<file path="config.mk">
export PLATFORM = sky130hd
export DESIGN_NAME = vga_frame_capture
export DESIGN_NICKNAME = d
export VERILOG_FILES = /design/src/rtl/vga_frame_capture.sv
export SDC_FILE = /design/constraint.sdc
export NUM_CORES = 1
export LEC_CHECK = 0
export ABC_AREA = 1
export CAP_MARGIN = 30
export CORE_MARGIN = 5
export CORE_UTILIZATION = 35
export DETAILED_ROUTE_END_ITERATION = 16
export PLACE_DENSITY = 0.59
export SLEW_MARGIN = 25
export SYNTH_ARGS = -nofsm -noshare
export SYNTH_HDL_FRONTEND = slang
export SYNTH_SLANG_ARGS = --single-unit
</file>
<file path="constraint.sdc">
create_clock -name clock_in -period 6.7 [get_ports clock_in]
set_input_delay 0.67 -clock clock_in [delete_from_list [all_inputs] [get_ports clock_in]]
set_output_delay 0.67 -clock clock_in [all_outputs]
set_load 0.01 [all_outputs]
</file>
<file path="src/rtl/vga_frame_capture.sv">
// VGA receiver: recovers pixel timing from h_sync/v_sync edges alone and streams
// every active pixel into a framebuffer write port; flags and recovers from broken timing.
module vga_frame_capture #(
  parameter int H_ACTIVE      = 640,
  parameter int H_SYNC        = 96,
  parameter int H_BACK        = 48,
  parameter int H_TOTAL       = 800,
  parameter int V_ACTIVE      = 480,
  parameter int V_SYNC        = 2,
  parameter int V_BACK        = 33,
  parameter int V_TOTAL       = 525,
  parameter int ADDRESS_WIDTH = 19
) (
  input  logic                     clock_in,
  input  logic                     reset_n_in,
  input  logic                     pixel_enable_in,
  input  logic                     h_sync_in,
  input  logic                     v_sync_in,
  input  logic [3:0]               vga_red_in,
  input  logic [3:0]               vga_green_in,
  input  logic [3:0]               vga_blue_in,
  output logic                     memory_wr_out,
  output logic [ADDRESS_WIDTH-1:0] write_address_out,
  output logic [11:0]              data_out,
  output logic                     frame_done_out,
  output logic                     locked_out,
  output logic                     sync_error_out
);

  localparam int HCW     = $clog2(H_TOTAL + 1);
  localparam int VCW     = $clog2(V_TOTAL + 2);
  localparam int H_START = H_SYNC + H_BACK;
  localparam int V_START = V_SYNC + V_BACK;

  typedef enum logic {UNLOCKED = 1'b0, LOCKED = 1'b1} state_t;

  state_t                   state_q, state_d;
  logic                     hs_q, vs_q;
  logic [HCW-1:0]           hcount_q, hcount_d;
  logic [VCW-1:0]           vcount_q, vcount_d;
  logic [ADDRESS_WIDTH-1:0] addr_q, waddr_q;
  logic [11:0]              data_q;
  logic                     wr_q, done_q, err_q;

  logic h_fall, v_fall, h_bad, v_bad, v_ok, overflow, in_window, last_px;
  logic timing_err, wr_en;

  always_comb begin
    h_fall = pixel_enable_in & hs_q & ~h_sync_in;
    v_fall = pixel_enable_in & vs_q & ~v_sync_in;
  end

  // Counter values describe the pixel being sampled on this tick.
  always_comb begin
    hcount_d = hcount_q;
    vcount_d = vcount_q;
    if (pixel_enable_in) begin
      if (h_fall)
        hcount_d = '0;
      else if (hcount_q != HCW'(H_TOTAL))
        hcount_d = hcount_q + 1'b1;
      if (v_fall)
        vcount_d = '0;
      else if (h_fall && vcount_q != VCW'(V_TOTAL + 1))
        vcount_d = vcount_q + 1'b1;
    end
  end

  // v_sync may trail into the start of the following line's sync pulse.
  always_comb begin
    h_bad     = h_fall && (hcount_q != HCW'(H_TOTAL - 1));
    v_ok      = (vcount_q == VCW'(V_TOTAL - 1)) ||
                ((vcount_q == VCW'(V_TOTAL)) && (hcount_q < HCW'(H_SYNC)));
    v_bad     = v_fall && !v_ok;
    overflow  = pixel_enable_in &&
                ((hcount_d == HCW'(H_TOTAL)) || (vcount_d == VCW'(V_TOTAL + 1)));
    in_window = pixel_enable_in &&
                (hcount_d >= HCW'(H_START)) && (hcount_d < HCW'(H_START + H_ACTIVE)) &&
                (vcount_d >= VCW'(V_START)) && (vcount_d < VCW'(V_START + V_ACTIVE));
    last_px   = (hcount_d == HCW'(H_START + H_ACTIVE - 1)) &&
                (vcount_d == VCW'(V_START + V_ACTIVE - 1));
  end

  always_ff @(posedge clock_in or negedge reset_n_in) begin
    if (!reset_n_in) state_q <= UNLOCKED;
    else             state_q <= state_d;
  end

  always_comb begin
    state_d = state_q;
    case (state_q)
      UNLOCKED: if (v_fall)     state_d = LOCKED;
      LOCKED:   if (timing_err) state_d = UNLOCKED;
      default:                  state_d = UNLOCKED;
    endcase
  end

  always_comb begin
    timing_err = 1'b0;
    wr_en      = 1'b0;
    if (state_q == LOCKED) begin
      timing_err = h_bad | v_bad | overflow;
      wr_en      = in_window & ~timing_err;
    end
  end

  always_ff @(posedge clock_in or negedge reset_n_in) begin
    if (!reset_n_in) begin
      hs_q     <= 1'b1;
      vs_q     <= 1'b1;
      hcount_q <= '0;
      vcount_q <= '0;
      addr_q   <= '0;
      waddr_q  <= '0;
      data_q   <= '0;
      wr_q     <= 1'b0;
      done_q   <= 1'b0;
      err_q    <= 1'b0;
    end else begin
      hcount_q <= hcount_d;
      vcount_q <= vcount_d;
      if (pixel_enable_in) begin
        hs_q <= h_sync_in;
        vs_q <= v_sync_in;
      end
      wr_q   <= wr_en;
      done_q <= wr_en & last_px;
      err_q  <= timing_err;
      if (v_fall)
        addr_q <= '0;
      else if (wr_en)
        addr_q <= addr_q + 1'b1;
      if (wr_en) begin
        waddr_q <= addr_q;
        data_q  <= {vga_red_in, vga_green_in, vga_blue_in};
      end
    end
  end

  assign memory_wr_out     = wr_q;
  assign write_address_out = waddr_q;
  assign data_out          = data_q;
  assign frame_done_out    = done_q;
  assign sync_error_out    = err_q;
  assign locked_out        = (state_q == LOCKED);

endmodule

</file>
## After elaboration in Yosys (flattened, before gate mapping)

Cells that the tools add are included.

| word-level totals | value |
|---|---|
| register bits | 76 |
| input bits | 17 |
| output and inout bits | 35 |

| operators by class | value |
|---|---|
| $add $sub $neg | 3 |
| magnitude comparators | 5 |
| equal/unequal tests | 9 |
| mux-type cells | 13 |
| bitwise operators | 12 |
| reduce and logical (&&, ||, !) cells | 14 |

Operators with widths:

| cell | number |
|---|---|
| equality test 10 bit (second input constant) | 6 |
| 2-to-1 mux 10 bit | 6 |
| 2-to-1 mux 19 bit | 2 |
| != test 10 bit (second input constant) | 3 |
| adder 10 x 1 -> 10 bit (second input constant) | 2 |
| less-than comparator 10 bit (second input constant) | 2 |
| adder 19 x 1 -> 19 bit (second input constant) | 1 |
| greater-or-equal comparator 10 x 6 -> 1 bit (second input constant) | 1 |
| greater-or-equal comparator 10 x 8 -> 1 bit (second input constant) | 1 |
| logical AND 1 bit | 10 |
| less-than comparator 10 x 7 -> 1 bit (second input constant) | 1 |
| bitwise AND 1 bit | 6 |
| 2-to-1 mux 1 bit | 4 |
| NOT 1 bit | 4 |
| logical OR 1 bit | 2 |
| OR 1 bit | 2 |
| one-hot mux 1 bit (2 select lines) | 1 |
| nonzero test 2 bit | 1 |
| zero test 1 bit | 1 |

## Longest topological paths before layout

Gate-level depths: netlist (run 1).

| logic depth | value |
|---|---|
| depth after elaboration | 15 |
| gate-level depth with buffers | 19 |

## Worst setup path before layout (run 1)

No wires, ideal clock.

| timing path | value |
|---|---|
| path type | input -> register |
| start | in pixel_enable_in |
| end | reg waddr_q[3], in the netlist write_address_out[3] |
| library setup time | 0.122 ns |
| arrival time | 2.183 ns |
| required time | 6.578 ns |
| path slack | 4.395 ns |
| stages on the path | 18 |
| cell sequence | inv_2 -> nor2_4 -> nand2_4 -> clkinv_2 -> buf_6 -> nand3_1 -> nand2_1 -> nand2_1 -> nand2_2 -> nor2_2 -> nand2_1 -> nand2_2 -> nand2_1 -> inv_1 -> nand3_4 -> buf_6 -> nand2_1 -> o21ai_2 |

| on the way | value |
|---|---|
| cells in the longest elaborated chain, start to end | 13 |

Ends and longest elaborated chain:

| element | RTL line | text |
|---|---|---|
| start: declaration | 16 | `input logic pixel_enable_in,` |
| parallel branches: the longest is 11 deep, another holds greater-or-equal comparator 10 x 6 -> 1 bit | -- |  |
| bitwise AND 1 bit (*) | 103 | `wr_en = in_window & ~timing_err;` |
| 2-to-1 mux 1 bit (*) | 101 | `if (state_q == LOCKED) begin` |
| end signal: assignment | 134 | `waddr_q <= addr_q;` |
| end: declaration | 41 | `logic [ADDRESS_WIDTH-1:0] addr_q, waddr_q;` |

Every way passes the cells marked *.
A chain may end at the register's enable or synchronous reset.

## Worst setup path in the final report (run 1)

| timing path | value |
|---|---|
| start | in pixel_enable_in |
| end | reg waddr_q[0], in the netlist write_address_out[0] |

Same word-level chain as after synthesis.

==> results of run 1 <==
## worst max-delay path, cell delays in order
cell,delay [ns]
clkdlybuf4s50_1,0.77
inv_2,0.16
nor2_4,0.15
nand2_4,0.11
clkinv_2,0.18
nand2_4,0.13
nand2_1,0.08
nand2_1,0.06
nand2_1,0.15
nand2_2,0.10
nor2_2,0.13
nand2_1,0.07
nand2_2,0.07
nand2_1,0.06
inv_1,0.09
nand3_4,0.53
nand2_1,0.26
o21ai_2,0.07
## Yosys cell counts, drive strengths merged (2+ instances only)
cell    number
nand2      213
nand3       84
dfrtp       74
inv         71
nor2        49
xor2        18
buf         17
o21ai       17
nor3        15
nand4       13
ha           7
a21oi        6
nand3b       5
nor4         3
clkbuf       2
dfstp        2
## registers in the layout (all words and copies together), names as in the netlist
| register | cells |
|---|---|
| sync_error_out | 1 |
| vs_q | 1 |
| addr_q | 19 |
| memory_wr_out | 1 |
| hs_q | 1 |
| locked_out | 1 |
| hcount_q | 10 |
| vcount_q | 10 |
| frame_done_out | 1 |
| data_out | 12 |
| write_address_out | 19 |
## routing by layer
metal / wire length (um) / GRT usage [%] / vias to the layer above
met3: 297 / 3.614 / 13
met4: 119 / 3.875 / 0
met1: 4599 / 17.97 / 1844
li1: - / - / 1987
met5: 0 / 0 / -
met2: 5455 / 25.96 / 52
## layout make-up
type | instances | area share (%)
flip-flops and latches | 76 | 35.32
clock inverters | 6 | 1.741
multi-input cells | 434 | 39.85
repair buffers | 52 | 9.631
inverters | 72 | 5.036
clock buffers | 10 | 4.433
well taps | 172 | 3.992
## placed cells by master, fill, tap and decap left out, drive strengths merged, types with 3 or more instances in the layout
cell and n:
clkbuf 10, clkdlybuf4s50 50, ha 7, nor3 15
nor2 49, inv 73, dfrtp 74, nor4 3
xor2 18, nand3 84, a21oi 6, nand4 13
o21ai 17, nand3b 5, nand2 213
## power breakdown
group | switching (uW) | total, uW | internal (uW) | leakage [uW]
logic | 90.1 | 145 | 55.4 | 0.00160
registers | 36.1 | 517 | 481 | 0.00104
clock network | 193 | 532 | 339 | 0.000160
## through the flow
step | instances | hold slack, ns | util [%] | worst slack [ns]
global route | 822 | 0.4223 | 42.90 | 2.620
CTS | 822 | 0.4732 | 42.87 | 2.981
finish | 822 | 0.3593 | 42.90 | 2.997
global placement | 806 | 0.4560 | 40.22 | 2.728
detailed placement | 806 | 0.4592 | 40.22 | 2.644
floorplan | 601 | 0.3744 | - | 4.395
## worst min path at each step
stage	slack, ns	to	startpoint
2_1_floorplan	0.37	addr_q[0]	reset_n_in
3_3_place_gp	0.46	data_out[2]	data_out[2]
3_5_place_dp	0.46	data_out[7]	data_out[7]
4_1_cts	0.47	data_out[7]	data_out[7]
5_1_grt	0.42	data_out[1]	reset_n_in
6_report	0.36	data_out[1]	reset_n_in
## logic make-up after synthesis
family | count (synthesis) | share of synthesized area (%)
DFF | 76 | 42.45
adders and majority gates | 7 | 1.952
and+or+nand+nor | 383 | 38.35
buffers and inverters | 91 | 9.651
xor gates and xnor gates | 19 | 3.710
AOI/OAI and AO/OA | 25 | 3.877
==> metrics.txt, run 1 <==
CTS H-tree depth 3; Syn Std Cell Area 4486 um^2; global placement routability congestion 0.8951; Worst EP required 6.90 ns; Root Buffer clkbuf_16; reg-to-reg endpoint write_address_out[0]; clk slew on worst S/H paths 0.06 ns; Initial DRC Count 250; mean post-synth cell area roughly 7.5 um^2; DRC viols 0; first-pass GRT wire length 18.03 mm; Register Area 1904 um^2; final setup vio count 0; R2R Setup Slk 3.55 ns; nets 669; Startpoint Class primary input; layout cells sized above 1 8.000%; Max clock buf depth 2; max-cap violation count 0; Layout Skew ~0.0085 ns; RSZ-0062 raised after global routing no; clk sinks 76; dpl hpwl 7.632 mm; Primary FF master, synth dfrtp_1; # rows 41; LEAKAGE 0.002800 uW; Mapped Nets 625; number of global-route vias before repair 3,864; Die H 123.2 um; Final Power ~1200 uW; final setup TNS 0 ns; Critical Path Sink write_address_out[0]; die area about 15,000 um^2; number of CTS-inserted buffers 9; WL final 10.47 mm; I/O Buffers 51; Critical Path Fanout Max 60; Pwr per Cell Area 221.6 nW/um^2; Worst Tran Pin Value around 0.91 ns; post-DR wirelength/cell 12.74 um; via count 3,896; layout filler cell count 1,256; register area share after synthesis between 40% and 50%; Setup crit start pixel_enable_in; Max VDD drop 0.0001229 V; initial antenna violation count 0; Die W 123.2 um; Hold Vio Cnt, Final 0; worst skew pair latency ~0.33 ns; largest net degree at the start of global routing 77; cts repair resizes 0; part of the cycle the worst path needs 55.27%; status completed; Max Clk Rate 0.2700 GHz; GRT Total Usage 14.73%; EDFF count, synth 0; Starting Density approximately 36%; Slew Limit Fails 0; P&R area growth vs syn 20.20%; gr ovfl total 0; worst setup path class primary input to flop; post-CTS setup buffers 0; Distinct cells, synth 34; R2R cell count 17; Avg Vias per Cell ~4.7; Antenna Cells 0; Hold Crit Class primary input to asynchronous set/reset pin; multi-input gate area in the final layout 2148 um^2; dominant cell type by area after synthesis dfrtp_1; Syn. warnings 0; Core ar. roughly 13,000 um^2; Hold Buf Count CTS 0; CTS tree yes; Ports 52; final worst path period need between 3 and 4 ns; crit end category flop; crit path DAT between 3 and 4 ns; post-synthesis instance total 601; Critical R2R Launch vcount_q[0]; Detail Route Antenna Nets 0; post-placement cell area between 5000 and 6000 um^2; Synth top area share 41.28%; #FFs+latches synth 76; FFs w/ async S/R, synth 100.0%; Final Cell Area 5391 um^2; ranking of synthesized cells by area dfrtp_1, nand2_1, nand3_1, inv_1, nor2_1; DR pass1 iterations 4; relative slew slack around two fifths
Power figures use the tool's default switching activity.
==> run 2, diff against run 1 <==
--- a/config.mk
+++ b/config.mk
@@ -10,7 +10,7 @@
 export CORE_MARGIN = 5
 export CORE_UTILIZATION = 35
 export DETAILED_ROUTE_END_ITERATION = 16
-export PLACE_DENSITY = 0.59
+export PLACE_DENSITY = 0.61
 export SLEW_MARGIN = 25
 export SYNTH_ARGS = -nofsm -noshare
 export SYNTH_HDL_FRONTEND = slang
==> constraint.sdc (replaced) <==
create_clock -name clock_in -period 3.3 [get_ports clock_in]
set_input_delay 0.33 -clock clock_in [delete_from_list [all_inputs] [get_ports clock_in]]
set_output_delay 0.33 -clock clock_in [all_outputs]
set_load 0.01 [all_outputs]
==> metrics.txt, run 2 (synthesized netlist as in run 1, its figures left out) <==
WL met3 roughly 430 um; layout cells sized above 1 8.423%; combinational share of power about an eighth; Max VDD drop 0.0002839 V; Max clock buf depth 2; Switch Pwr 652.3 uW; global placement routability congestion 0.8989; final setup TNS 0 ns; Initial DRC Count 300; Root Buffer clkbuf_16; via count 3,877; critical path, cell by cell inv_1, ha_1, nand3_1, nor2_1, a21oi_1, nand2_1, nand2_1, nand2_1, nand2_1, nor2_1, nand2_1, nand2_2, nand2_1, inv_1, nand3_4, buf_6, nand3_1, nand2_1; met2 WL post-DR 5.212 mm; Detail Route Antenna Nets 0; Critical Path Fanout Max 60; post-placement cell area 5070 um^2; multi-input gate area in the final layout ~2100 um^2; die area 15,180 um^2; share of total power in the clock network ~43%; Final Cell Area 5415 um^2; Worst Path Buf+Inv 3; number of global-route vias before repair ~3,800; DRT met1 WL 4.596 mm; CTS tree yes; P&R area growth vs syn 20.73%; sw frac 27.52%; most frequent cells in the layout nand2_1, nand3_1, dfrtp_1; Startpoint Class flop; worst setup path class flop to flop; placed cells 808; number of CTS-inserted buffers 9; crit path DAT 3.10 ns; Worst Tran Pin Value 0.6907 ns; worst stage delay on the critical path 0.51 ns; Antenna Cells 0; crit path max-delay cell type dfrtp_1; Register Area 1904 um^2; first-pass GRT wire length 17.71 mm; relative slew slack 53.96%; part of the cycle the worst path needs 85.35%; post-CTS setup buffers 0; clk sinks 76; nets 672; DR top layer met4; Starting Density 35.69%; max-cap violation count 0; Max Clk Rate 0.3551 GHz; Hold Vio Cnt, Final 0; final worst path period need 2.817 ns; P_int 1718 uW; Avg Vias per Cell 4.699; Ports 52; Core ar. about 13,000 um^2; Setup WS pre-CTS ~0.098 ns; WL final 10.40 mm; setup ws final about 0.48 ns; Hold Crit Class primary input to asynchronous set/reset pin; largest net degree at the start of global routing 77; Worst EP required 3.58 ns; worst skew pair latency 0.34 ns; DRC viols 0; DR pass1 iterations 4; status completed; post-DR wirelength/cell 12.60 um; most used cell, CP nand2_1; Slew Limit Fails 0; gr ovfl total 0; final setup vio count 0; LEAKAGE 0.002818 uW; dpl hpwl 7.600 mm; Die H 123.2 um; fin cells 825; crit end category flop; commonest non-fill, non-tap cell in the layout nand2_1; GRT Total Usage 14.54%; Pwr per Cell Area ~440 nW/um^2; Die W 123.2 um; R2R Setup Slk 0.48 ns; initial antenna violation count 0; # rows 41; I/O Buffers 51; clk slew on worst S/H paths around 0.060 ns; Layout Skew between 0.008 and 0.009 ns; RSZ-0062 raised after global routing no; Seq pwr share 44.3%; layout filler cell count 1,240; Top Family by Delay on Critical Path simple AND/OR/NAND/NOR gates; CTS H-tree depth 3
-- run 2: area by class of cell --
| class | instances | share of cell area, % |
|---|---|---|
| Multi-Input combinational cell | 434 | 39.67 |
| Sequential cell | 76 | 35.17 |
| Timing Repair Buffer | 55 | 10.44 |
| Inverter | 72 | 5.014 |
| Clock buffer | 11 | 4.667 |
| Tap cell | 172 | 3.974 |
| Clock inverter | 5 | 1.063 |
-- run 2: power by group through the flow --
| stage | Combinational (uW) | Sequential, uW | Clock (uW) |
|---|---|---|---|
| floorplan | 215 | 1040 | 0 |
| global placement | 293 | 1060 | 0 |
| detailed placement | 299 | 1070 | 0 |
| CTS | 301 | 1050 | 1050 |
| global route | 349 | 1060 | 1090 |
| finish | 300 | 1050 | 1020 |
-- run 2: timing repair --
| item | in CTS | in global routing |
|---|---|---|
| gates resized for setup | 0 | 1 |
| hold buffers | 0 | 0 |
| setup endpoints to repair | 0 | 6 |
-- run 2: worst paths after layout --
kind / endpoint / startpoint / cells past startpoint
setup / recovery: addr_q[7] / vcount_q[0] / 18
hold / removal: data_out[1] / reset_n_in / 1
setup reg to reg: addr_q[7] / vcount_q[0] / 18
hold reg to reg: write_address_out[14] / write_address_out[14] / 2
max in group asynchronous: locked_out / reset_n_in / 1
min in group clock_in: write_address_out[14] / write_address_out[14] / 2
-- run 2: metrics by stage --
stage / total power [uW] / util (%) / hold WS (ns)
2_1_floorplan: 1251 / - / 0.03441
3_3_place_gp: 1358 / 40.34 / 0.4577
3_5_place_dp: 1365 / 40.34 / 0.4619
4_1_cts: 2399 / 42.81 / 0.1919
5_1_grt: 2493 / 43.09 / 0.08638
6_report: 2370 / 43.09 / 0.004959
-- run 2: metal layers --
layer / track usage [%] / vias up
met5: 0 / -
met4: 3.737 / 0
met3: 4.529 / 16
met2: 24.46 / 71
met1: 18.15 / 1796
li1: - / 1994
